**config.mk**
```make
export PLATFORM = sky130hd
export DESIGN_NAME = ahb_resp_mux
export DESIGN_NICKNAME = d
export VERILOG_FILES = /design/src/rtl/ahb_resp_mux_pkg.sv /design/src/rtl/ahb_default_slave.sv /design/src/rtl/ahb_resp_mux.sv
export SDC_FILE = /design/constraint.sdc
export NUM_CORES = 1
export LEC_CHECK = 0
export BUFFER_PORTS_ARGS = -buffer_cell sky130_fd_sc_hd__buf_2
export CORE_AREA = 2 2 70 72
export CTS_CLUSTER_DIAMETER = 100
export DETAILED_ROUTE_END_ITERATION = 16
export DIE_AREA = 0 0 72 74
export PLACE_DENSITY = 0.77
export SYNTH_ARGS = -nofsm -noshare
export SYNTH_HDL_FRONTEND = slang
export SYNTH_SLANG_ARGS = --single-unit
```
**constraint.sdc**
```tcl
create_clock -name HCLK -period 1.5 [get_ports HCLK]
set_input_delay 0.15 -clock HCLK [delete_from_list [all_inputs] [get_ports HCLK]]
set_output_delay 0.15 -clock HCLK [all_outputs]
set_load 0.1 [all_outputs]
```
**src/rtl/ahb_resp_mux_pkg.sv**
```systemverilog
// Shared AHB-Lite types for the response multiplexer and its default slave.
// Pure definitions, no logic state.
package ahb_resp_mux_pkg;

  typedef enum logic {
    OKAY  = 1'b0,
    ERROR = 1'b1
  } Response_t;

  typedef enum logic [1:0] {
    IDLE   = 2'b00,
    BUSY   = 2'b01,
    NONSEQ = 2'b10,
    SEQ    = 2'b11
  } HTrans_t;

  typedef enum logic [1:0] {
    NO_XFER,
    SLAVE,
    ERR1,
    ERR2
  } dp_state_t;

  function automatic logic is_active(input logic [1:0] htrans);
    return (htrans == NONSEQ) || (htrans == SEQ);
  endfunction

endpackage

```
**src/rtl/ahb_default_slave.sv**
```systemverilog
// Default slave: two-cycle AHB ERROR (one wait with ERROR, then done with ERROR).
// start pulses on the accepting edge; the sequence cannot be stalled or cancelled.
module ahb_default_slave (
  input  logic HCLK,
  input  logic HRESET,
  input  logic start,
  output logic hready,
  output logic hresp
);
  import ahb_resp_mux_pkg::*;

  logic err1_q;
  logic err2_q;

  always_ff @(posedge HCLK or posedge HRESET) begin
    if (HRESET) begin
      err1_q <= 1'b0;
      err2_q <= 1'b0;
    end else begin
      err1_q <= start;
      err2_q <= err1_q;
    end
  end

  assign hready = ~err1_q;
  assign hresp  = (err1_q || err2_q) ? ERROR : OKAY;

endmodule

```
**src/rtl/ahb_resp_mux.sv**
```systemverilog
// AHB-Lite slave-to-master response mux; select registered at the address phase, data path combinational.
// Optional default slave for unmapped/multi-hot transfers under AHB_MUX_DEFAULT_SLAVE_EN.
module ahb_resp_mux #(
  parameter int NUM_SLAVES = 4,
  parameter int DATA_WIDTH = 32
) (
  input  logic                             HCLK,
  input  logic                             HRESET,
  input  logic [NUM_SLAVES-1:0]            HSEL,
  input  logic [1:0]                       HTRANS,
  input  logic [NUM_SLAVES*DATA_WIDTH-1:0] HRDATA_S,
  input  logic [NUM_SLAVES-1:0]            HREADYOUT_S,
  input  logic [NUM_SLAVES-1:0]            HRESP_S,
  output logic [DATA_WIDTH-1:0]            HRDATA,
  output logic                             HREADY,
  output logic                             HRESP
);
  import ahb_resp_mux_pkg::*;

  localparam int IDX_W = (NUM_SLAVES > 1) ? $clog2(NUM_SLAVES) : 1;

  dp_state_t        state_q, state_d;
  logic [IDX_W-1:0] sel_q, sel_d;
  logic [IDX_W-1:0] hit_idx;
  logic             sel_one_hot;
  logic             ds_start;

  // Multi-hot is treated as unmapped so slave data is never ORed together.
  assign sel_one_hot = (HSEL != '0) && ((HSEL & (HSEL - NUM_SLAVES'(1))) == '0);

  always_comb begin
    hit_idx = '0;
    for (int i = 0; i < NUM_SLAVES; i++) begin
      if (HSEL[i]) hit_idx = IDX_W'(i);
    end
  end

`ifdef AHB_MUX_DEFAULT_SLAVE_EN
  logic ds_hready;
  logic ds_hresp;

  ahb_default_slave u_default_slave (
    .HCLK   (HCLK),
    .HRESET (HRESET),
    .start  (ds_start),
    .hready (ds_hready),
    .hresp  (ds_hresp)
  );
`endif

  always_ff @(posedge HCLK or posedge HRESET) begin
    if (HRESET) begin
      state_q <= NO_XFER;
      sel_q   <= '0;
    end else begin
      state_q <= state_d;
      sel_q   <= sel_d;
    end
  end

  always_comb begin
    state_d  = state_q;
    sel_d    = sel_q;
    ds_start = 1'b0;
    HREADY   = 1'b1;
    HRESP    = OKAY;
    HRDATA   = '0;

    case (state_q)
      SLAVE: begin
        HRDATA = HRDATA_S[sel_q*DATA_WIDTH +: DATA_WIDTH];
        HREADY = HREADYOUT_S[sel_q];
        HRESP  = HRESP_S[sel_q];
      end
`ifdef AHB_MUX_DEFAULT_SLAVE_EN
      ERR1, ERR2: begin
        HREADY = ds_hready;
        HRESP  = ds_hresp;
      end
`endif
      default: ;
    endcase

`ifdef AHB_MUX_DEFAULT_SLAVE_EN
    if (state_q == ERR1) begin
      state_d = ERR2;
    end else
`endif
    if (HREADY) begin
      if (!is_active(HTRANS)) begin
        state_d = NO_XFER;
      end else if (sel_one_hot) begin
        state_d = SLAVE;
        sel_d   = hit_idx;
      end else begin
`ifdef AHB_MUX_DEFAULT_SLAVE_EN
        state_d  = ERR1;
        ds_start = 1'b1;
`else
        state_d  = NO_XFER;
`endif
      end
    end
  end

endmodule

```
# Yosys cells after proc, flatten, opt, wreduce, memory -nomap -nowiden
# Cells that the tools add are included.
[classes]
order_cmp = 1
reduce_logical = 5
bitwise_logic = 1
n_shift = 1
eq_ne = 3
mux = 12
add_sub_neg = 1
[op_table]
columns = ["operator", "n"]
rows = [
  ["$shiftx 128x8->32", 1],
  ["$mux 32", 1],
  ["$mux 1", 7],
  ["$and 4x4->4", 1],
  ["$bmux 1 s2", 2],
  ["$eq 2x2->1 const B", 2],
  ["$logic_not 4->1", 1],
  ["$mux 2", 2],
  ["$reduce_bool 4->1", 1],
  ["$sub 4x1->4 const B", 1],
  ["$lt 2x3->1 const B", 1],
  ["$reduce_and 3->1", 1],
  ["$eq 2x1->1 const B", 1],
  ["$logic_and 1x1->1", 1],
  ["$logic_or 1x1->1", 1],
]
[totals]
input_bits = 144
out_inout_bits = 34
register_bits = 4

# Longest topological paths before layout
# Gate-level depths: netlist of the first run.
[depth]
word_depth = 6
mapped_depth = 5
ltp_nobuf = 4

# Worst setup path after synthesis of the first run
# No wires, ideal clock.
[synth_path]
path_type = "reg-to-output"
from = "register sel_q[1]"
to = "output HRDATA[10]"
required_time_ns = 1.350
slack_ns = -0.448
stages_incl_launch_ff = 5
arrival_ns = 1.798
cell_sequence = "dfrtp_1 > buf_2 > clkbuf_1 > mux4_2 > and2_1"
[synth_via]
elab_chain_len = 2
[synth_rtl]
columns = ["item", "line_no", "source"]
rows = [
  ["start, declared", "ahb_resp_mux.sv:23", "logic [IDX_W-1:0] sel_q, sel_d;"],
  ["start signal, assigned", "ahb_resp_mux.sv:57", "sel_q <= sel_d;"],
  ["$shiftx 128x8->32", "ahb_resp_mux.sv:71", "HRDATA = HRDATA_S[sel_q*DATA_WIDTH +: DATA_WIDTH];"],
  ["$mux 32", "ahb_resp_mux.sv:69", "case (state_q)"],
  ["end, declared", "ahb_resp_mux.sv:14", "output logic [DATA_WIDTH-1:0] HRDATA,"],
]
# Every way passes these cells.

# Worst setup path after layout of the first run
[layout_path]
from = "register sel_q[0]"
to = "output HRDATA[17]"
# Same word-level chain as after synthesis.

==> results of run 1 <==
[timing repair]
action / in CTS / in global routing
hold buffers: 1 / 0
gates cloned: 1 / 3
endpoints found under the hold margin: 3 / 0
endpoints found under the setup margin: 36 / 36
pin swaps: 1 / 32
resized for setup: 5 / 3
buffers inserted: 3 / 0
[worst reg2reg max path, stage by stage (launching register included)]
cell and delay [ns]:
dfrtp_2 0.38, buf_12 0.14, buf_4 0.11, mux4_2 0.47, nand2b_4 0.18, o311a_4 0.14, mux2i_2 0.15
[final cells by class]
| cell class | instances | area [sq um] | area share (%) |
|---|---|---|---|
| timing repair buffer | 190 | 1633 | 54.40 |
| multi-input combinational | 79 | 1165 | 38.81 |
| sequential | 3 | 76.32 | 2.543 |
| tap | 54 | 67.56 | 2.251 |
| clock buffer | 4 | 45.04 | 1.501 |
| inverter | 4 | 15.01 | 0.5002 |
[synth_stat cells (all sizes together)]
library cell / number
o311a: 1
a21oi: 1
nor2: 1
xnor2: 1
buf: 5
mux4: 34
dfrtp: 3
and2: 33
clkbuf: 6
nor4b: 2
nand2b: 1
inv: 4
nor3: 1
nand2: 1
o31ai: 1
mux2i: 2
[metrics by stage]
step | hold slack (ns) | cell area, sq um
final | 0.1978 | 3002
after global routing | 0.2229 | 3002
after CTS | 0.1945 | 2912
after detailed placement | 0.02008 | 2789
after global placement | 0.01587 | 2789
after floorplan | -0.09636 | 1300
[state kept, by name, summed over array words and instances (netlist names)]
register / flops
sel_q: 2
state_q: 1
[path summary, 6_finish.rpt]
| check | cells past startpoint | endpoint | start |
|---|---|---|---|
| worst max-delay path | 5 | HRDATA[17] | sel_q[0] |
| worst min-delay path | 3 | state_q[0] | HTRANS[1] |
| worst max register to register | 6 | sel_q[0] | sel_q[0] |
| worst min register to register | 3 | sel_q[1] | sel_q[1] |
| max in group asynchronous | 3 | sel_q[0] | HRESET |
| min in group asynchronous | 3 | sel_q[0] | HRESET |
[logic make-up after synthesis]
group | count (synthesis) | share of synthesized area, %
AO/OA/AOI/OAI | 3 | 2.763
XOR/XNOR | 1 | 0.7166
AND/OR/NAND/NOR | 39 | 20.47
flip-flops | 3 | 6.141
multiplexers | 36 | 64.28
buffers and inverters | 15 | 5.629
[report_power, final]
part | leakage [uW] | internal, uW | total, uW | switching, uW
registers | 0.0000334 | 104 | 123 | 19.5
logic | 0.00141 | 1770 | 3630 | 1850
clock network | 0.0000228 | 181 | 233 | 52.3
[routing by layer]
layer	vias to the layer above	routed length (um)	track usage (%)
met5	-	0	0
met4	0	248	10.48
met3	22	486	5.149
met2	116	3402	41.46
met1	792	1846	21.15
li1	760	-	-
==> impl_metrics.yaml, run 1 <==
global_route:
  grt_use_total_pct: 21.31
  grt_pass1_wl_mm: 8.625
  antenna_found_initial: 0
  grt_remaining_overflow: 0
  grt_pass1_vias: 1835
  grt_max_degree: 24
floorplan:
  core_area_sq_um: 4598
  rows: 25
  start_util_pct: 26.59
  pin_count: 178
  die_height_um: 74
  die_w_um: 72
  die-area_sq_um: 5328
sta:
  rsz0062_at_grt: "yes"
  finalHoldViolCount: 0
  slew_viol_final: 0
  maxSlewHeadroom_pct: 63.50
  fin_crit_sh_pct: 124.9
  timing.final.ws_setup_ns: -0.3736
  min_period_ns: 1.874
  clock_skew_ns: 0.002097
  max_freq_mhz: 533.7
  setup_viol: 36
  fin_tns_setup_ns: -11.64
  worst_pin_slew_ns: 0.5399
cells_and_area:
  final_cell_mix: "142 x buf_2, 37 x buf_12, 34 x mux4_2"
  final_common_cell: "buf_2"
  syn_to_final_growth_pct: 145.5
  final_nets: 425
  fillCellCount: 343
  antenna_cells: 0
  drive_gt1_share_pct: 93.93
  utilization_pct: 65.28
  final_cells: 334
place:
  place.gp.congestion: 0.7810
  place.port_buffers: 176
  dp_hpwl_mm: 5.101
  dp.cells: 322
  dp_slack_ns: -0.2003
critical_path:
  required_ns: 1.35
  r2r_slack_ns: -0.20
  arrival_ns: 1.72
  cpLargestDelayFamily: "multiplexers"
  critPathKind: "reg2out"
  cp-end-kind: "output port"
  slowest_delay_ns: 0.52
  critPathSlowestCell: "mux4_2"
  worst-path-buf-inv: 3
  critPathMaxFanout: 6
  cp_common_cell: "buf_12"
  startpoint_type: "register"
  cp_cell_sequence: "buf_12 > buf_12 > mux4_2 > and2_4 > buf_12"
logic_synthesis:
  yosys_warnings: 0
  synth-seq-cells: 3
  ys_top_cells_by_area: "mux4_2 63%, and2_1 17%, dfrtp_1 6.1%, clkbuf_1 1.8%, o311a_4 1.7%"
  syn_area_per_cell_sq_um: 12.60
  mappedNetlistArea_sq_um: 1222
  synth_top_area_cell: "mux4_2"
  syn_nets: 241
  ys_seq_area_share_pct: 6.141
  synthCells: 97
  synth_cell_types: 17
  yosysTopAreaCellShare_pct: 62.64
drt:
  final_antenna_net_count: 0
  viasPerCell: 5.060
  drtIter0Drc: 58
  drt_first_pass_iters: 4
  vias: 1690
  wl_mm: 5.984
  wl_per_cell_um: 17.92
  drc: 0
cts:
  cts_tree: "yes"
  numCtsBuffers: 3
  clk_pin_slew_ns: 0.03
  clk-insertion-delay-late_ns: 0.21
  clock_path_buffers: 2
  cts_root_buffer: "clkbuf_8"
  cts_max_level: 1
  clkSinkCount: 3
power_and_ir_drop:
  p_per_area_nw_per_um2: 1327
  power_uw: 3984
  leakagePower_uw: 0.001468
  vdd_drop_max_uv: 493.8
hold_path:
  hold_path_class: "in2reg"
flow_run:
  max-cap-violations: 0
status:
  outcome: "finished, violations left"
  violations: "setup timing"
Note: power is estimated with default switching activity, not from simulation.
==> run 2: changes to the inputs <==
--- a/config.mk
+++ b/config.mk
@@ -10,7 +10,9 @@
 export CTS_CLUSTER_DIAMETER = 100
 export DETAILED_ROUTE_END_ITERATION = 16
 export DIE_AREA = 0 0 72 74
+export GPL_TIMING_DRIVEN = 0
 export PLACE_DENSITY = 0.77
+export SKIP_CTS_REPAIR_TIMING = 1
 export SYNTH_ARGS = -nofsm -noshare
 export SYNTH_HDL_FRONTEND = slang
 export SYNTH_SLANG_ARGS = --single-unit
==> run 2 against run 1 <==
Against the previous run:
- the flow still finishes with violations (setup timing)
- clock skew shrank 0.00093 ns
- critical path depth is the same
- combinational power is essentially flat
- sequential power grew 9%
- clock power is essentially flat
- core utilization shrank 0.082 points
- power grew 0.26%
- flip-flop and latch count is the same
- highest routed layer unchanged
==> impl_metrics.yaml, run 2 (synthesis results as in run 1) <==
status:
  outcome: "finished, violations left"
  violations: "setup timing"
critical_path:
  critPathMaxFanout: 7
  slowest_delay_ns: 0.54
  startpoint_type: "register"
  required_ns: 1.35
  cp_cell_sequence: "buf_12 > buf_12 > mux4_2 > and2_4 > buf_12"
  critPathKind: "reg2out"
  cp-end-kind: "output port"
  cp_common_cell: "buf_12"
  arrival_ns: 1.79
  critPathSlowestCell: "mux4_2"
sta:
  slew_viol_final: 0
  clock_skew_ns: 0.001169
  setup_viol: 36
  timing.final.ws_setup_ns: -0.4405
  max_freq_mhz: 515.3
  rsz0062_at_grt: "yes"
  worst_pin_slew_ns: 0.5773
  fin_crit_sh_pct: 129.4
  finalHoldViolCount: 0
  maxSlewHeadroom_pct: 60.97
  min_period_ns: 1.941
cells_and_area:
  largest_reg_flops: 2
  syn_to_final_growth_pct: 145.2
  final_cell_mix: "145 x buf_2, 38 x buf_12, 34 x mux4_2"
  final_common_cell: "buf_2"
  top_register: "sel_q"
  final_nets: 429
  reg_top3: "sel_q (2), state_q (1)"
  antenna_cells: 0
  fillCellCount: 342
  drive_gt1_share_pct: 92.96
  final_cells: 338
floorplan:
  start_util_pct: 26.59
  die-area_sq_um: 5328
  die_w_um: 72
  core_area_sq_um: 4598
  die_height_um: 74
  rows: 25
  pin_count: 178
drt:
  drc: 0
  drtIter0Drc: 69
  final_antenna_net_count: 0
  wl_mm: 6.492
  vias: 1731
  wl_per_cell_um: 19.21
  met1_length_mm: 2.124
  viasPerCell: 5.121
  drt_first_pass_iters: 4
  dr_wl_met3_um: 564
  topRoutingLayerUsed: "met4"
  wl_met2_mm: 3.562
power_and_ir_drop:
  p_per_area_nw_per_um2: 1332
  vdd_drop_max_uv: 512.7
  leakagePower_uw: 0.001470
  power_uw: 3994
global_route:
  grt_pass1_wl_mm: 6.900
  antenna_found_initial: 0
  grt_use_total_pct: 16.84
  grt_remaining_overflow: 0
  grt_pass1_vias: 1504
  grt_max_degree: 11
cts:
  cts_max_level: 1
  clkSinkCount: 3
  numCtsBuffers: 3
  clock_path_buffers: 2
  cts_root_buffer: "clkbuf_8"
  clk-insertion-delay-late_ns: 0.22
  cts_tree: "yes"
  clk_pin_slew_ns: 0.03
place:
  dp.cells: 327
  place.gp.congestion: 0.8433
  place.port_buffers: 176
hold_path:
  hold_path_class: "in2reg"
flow_run:
  max-cap-violations: 0
run 2: final timing paths:
check	from	to	slack, ns	cells after the start
worst max register to register	sel_q[0]	sel_q[0]	-0.12	5
min in group asynchronous	HRESET	sel_q[1]	0.35	3
worst max-delay path	sel_q[0]	HRDATA[17]	-0.44	5
worst min register to register	state_q[0]	state_q[0]	0.73	2
max in group asynchronous	HRESET	sel_q[0]	1.02	3
worst min-delay path	HTRANS[1]	state_q[0]	0.19	3
run 2: layout make-up:
| cell class | instances | area [sq um] | area share [%] |
|---|---|---|---|
| repair buffers | 183 | 1520 | 50.71 |
| well taps | 54 | 67.56 | 2.254 |
| multi-input cells | 79 | 1161 | 38.73 |
| plain buffers | 11 | 112.6 | 3.756 |
| flip-flops and latches | 3 | 76.32 | 2.546 |
| clock buffers | 4 | 45.04 | 1.503 |
| inverters | 4 | 15.01 | 0.5008 |
run 2: critical path: cells and delay by family (launching register included):
kind,cells,cell delay [ns]
muxes,1,0.54
buffers and inverters,3,0.45
DFF,1,0.40
and+or+nand+nor,1,0.19
run 2: power by group:
| group | total [uW] | switching, uW | internal (uW) |
|---|---|---|---|
| logic | 3620 | 1870 | 1750 |
| registers | 134 | 30.9 | 104 |
| clock network | 236 | 54.8 | 181 |
| total | 3990 | 1960 | 2040 |
run 2: metal layers:
layer	GRT usage [%]	up-vias
met4	7.547	0
met5	0	-
li1	-	770
met1	17.92	807
met2	32.61	130
met3	2.846	24
run 2: per-stage QoR:
step                      util [%]  hold WS [ns]  TNS [ns]  instance area [sq um]  worst slack [ns]
after global routing         65.20        0.2106    -15.02                   2998           -0.4762
after CTS                    49.88       -0.2105    -22.67                   2293           -0.7421
after global placement       48.90       0.01429    -13.84                   2248           -0.4926
final                        65.20        0.1920    -13.23                   2998           -0.4405
after floorplan                  -      -0.09636    -5.644                   1300           -0.1866
after detailed placement     48.90       0.01834    -14.73                   2248           -0.5084
==> run 3: changes to the inputs <==
--- a/config.mk
+++ b/config.mk
@@ -11,7 +11,7 @@
 export DETAILED_ROUTE_END_ITERATION = 16
 export DIE_AREA = 0 0 72 74
 export GPL_TIMING_DRIVEN = 0
-export PLACE_DENSITY = 0.77
+export PLACE_DENSITY_LB_ADDON = 0.3
 export SKIP_CTS_REPAIR_TIMING = 1
 export SYNTH_ARGS = -nofsm -noshare
 export SYNTH_HDL_FRONTEND = slang
==> run 3 against run 2 <==
Against the previous run:
- the run still ends with setup timing left
- critical path depth unchanged
- routed wire length decreased by 15%
- register-to-register slack improved by 0.05 ns
- flip-flop and latch count unchanged
- sequential power decreased by 8%
- global-route usage increased by 0.39 points
- core utilization decreased by 2.1 points
==> impl_metrics.yaml, run 3 (synthesis results as in run 1) <==
status:
  outcome: "finished, violations left"
  violations: "setup timing"
sta:
  rsz0062_at_grt: "yes"
  clock_skew_ns: 0.002097
  slew_viol_final: 0
  min_period_ns: 1.888
  timing.final.ws_setup_ns: -0.3877
  hold_ws_ns: 0.2012
  max_freq_mhz: 529.7
  setup_viol: 36
  maxSlewHeadroom_pct: 69.87
  finalHoldViolCount: 0
  worst_pin_slew_ns: 0.4456
  fin_crit_sh_pct: 125.8
critical_path:
  cp-end-kind: "output port"
  critPathMaxFanout: 10
  critPathSlowestCell: "mux4_2"
  slowest_delay_ns: 0.52
  critPathKind: "reg2out"
  cp_common_cell: "buf_12"
  r2r_slack_ns: -0.07
  ff2ff_path_depth: 5
  arrival_ns: 1.74
  startpoint_type: "register"
  reg2reg_to: "sel_q[1]"
  required_ns: 1.35
  cpLargestDelayFamily: "multiplexers"
  worst-path-buf-inv: 3
  cp_cell_sequence: "buf_12 > buf_12 > mux4_2 > and2_4 > buf_12"
  timing.rr.start: "sel_q[0]"
hold_path:
  worstHoldStart: "HTRANS[1]"
  holdPathEnd: "state_q[0]"
  hold_path_class: "in2reg"
  hold_depth: 3
cts:
  clk_pin_slew_ns: 0.03
  clkSinkCount: 3
  cts_max_level: 1
  clk-insertion-delay-late_ns: 0.22
  numCtsBuffers: 3
  clock_path_buffers: 2
  cts_root_buffer: "clkbuf_8"
  cts_tree: "yes"
cells_and_area:
  final_common_cell: "buf_2"
  final_nets: 426
  final_cells: 335
  final_cell_mix: "146 x buf_2, 38 x buf_12, 34 x mux4_2"
  reg_top3: "sel_q (2), state_q (1)"
  largest_reg_flops: 2
  drive_gt1_share_pct: 92.53
  top_register: "sel_q"
  antenna_cells: 0
  utilization_pct: 63.07
  syn_to_final_growth_pct: 137.3
power_and_ir_drop:
  vdd_drop_max_uv: 564.9
  p_int_uw: 1895
  leakagePower_uw: 0.001422
  p_seq_share_pct: 3.3
  power_uw: 3785
  p_per_area_nw_per_um2: 1305
  p_comb_share_pct: 90.6
  swShare_pct: 49.93
  p_clk_share_pct: 6.2
  switching_power_uw: 1890
drt:
  drt_first_pass_iters: 4
  wl_mm: 5.506
  wl_per_cell_um: 16.44
  viasPerCell: 4.967
  final_antenna_net_count: 0
  drc: 0
  drtIter0Drc: 35
  vias: 1664
global_route:
  grt_pass1_wl_mm: 7.196
  grt_remaining_overflow: 0
  grt_pass1_vias: 1671
  grt_max_degree: 11
  grt_use_total_pct: 17.23
  antenna_found_initial: 0
place:
  dp_slack_ns: -0.5450
  place.gp.congestion: 0.7235
  dp_hpwl_mm: 4.437
  place.port_buffers: 176
  dp.cells: 327
flow_run:
  max-cap-violations: 0
floorplan:
  pin_count: 178
  die_w_um: 72
  core_area_sq_um: 4598
  start_util_pct: 26.59
  die_height_um: 74
  rows: 25
  die-area_sq_um: 5328
## run 3: stage by stage
step,TNS [ns],cell area (sq um)
2_1_floorplan,-5.644,1300
3_3_place_gp,-14.91,2248
3_5_place_dp,-15.64,2248
4_1_cts,-23.19,2293
5_1_grt,-13.90,2900
6_report,-11.99,2900
## run 3: how the worst max path moves through the flow
stage | startpoint | end | slack, ns | cells after the start
final | sel_q[0] | HRDATA[10] | -0.39 | 5
after global routing | sel_q[0] | HRDATA[21] | -0.44 | 5
after CTS | sel_q[1] | HRDATA[11] | -0.77 | 5
after detailed placement | sel_q[1] | HRDATA[11] | -0.54 | 5
after global placement | sel_q[1] | HRDATA[21] | -0.51 | 5
after floorplan | sel_q[0] | HRDATA[10] | -0.19 | 4
## run 3: final cells by class
cell class | instances | area [sq um]
plain buffers | 11 | 112.6
clock buffers | 4 | 45.04
fillers | 361 | 1698
inverters | 4 | 15.01
multi-input cells | 79 | 1161
flip-flops and latches | 3 | 75.07
well taps | 54 | 67.56
repair buffers | 180 | 1424
## run 3: worst min-delay path: stages
cell	delay, ns
buf_2	0.10
o31ai_1	0.06
nand2_1	0.07
## run 3: power groups by stage
stage               Clock [uW]  Combinational [uW]  Sequential [uW]
CTS                        240                2690              121
detailed placement           0                2690              121
global route               246                3560              128
global placement             0                2660              122
finish                     234                3430              123
floorplan                    0                2250              115
## run 3: metal layers
metal  global-route usage (%)  share of wire, %  vias to the layer above  routed length (um)
met3                    2.981               9.9                        4                 543
met2                    34.47                58                      113                3173
met4                    3.145              0.78                        0                  43
met5                        0                 0                        -                   0
met1                    19.23                32                      789                1746
li1                         -                 -                      758                   -
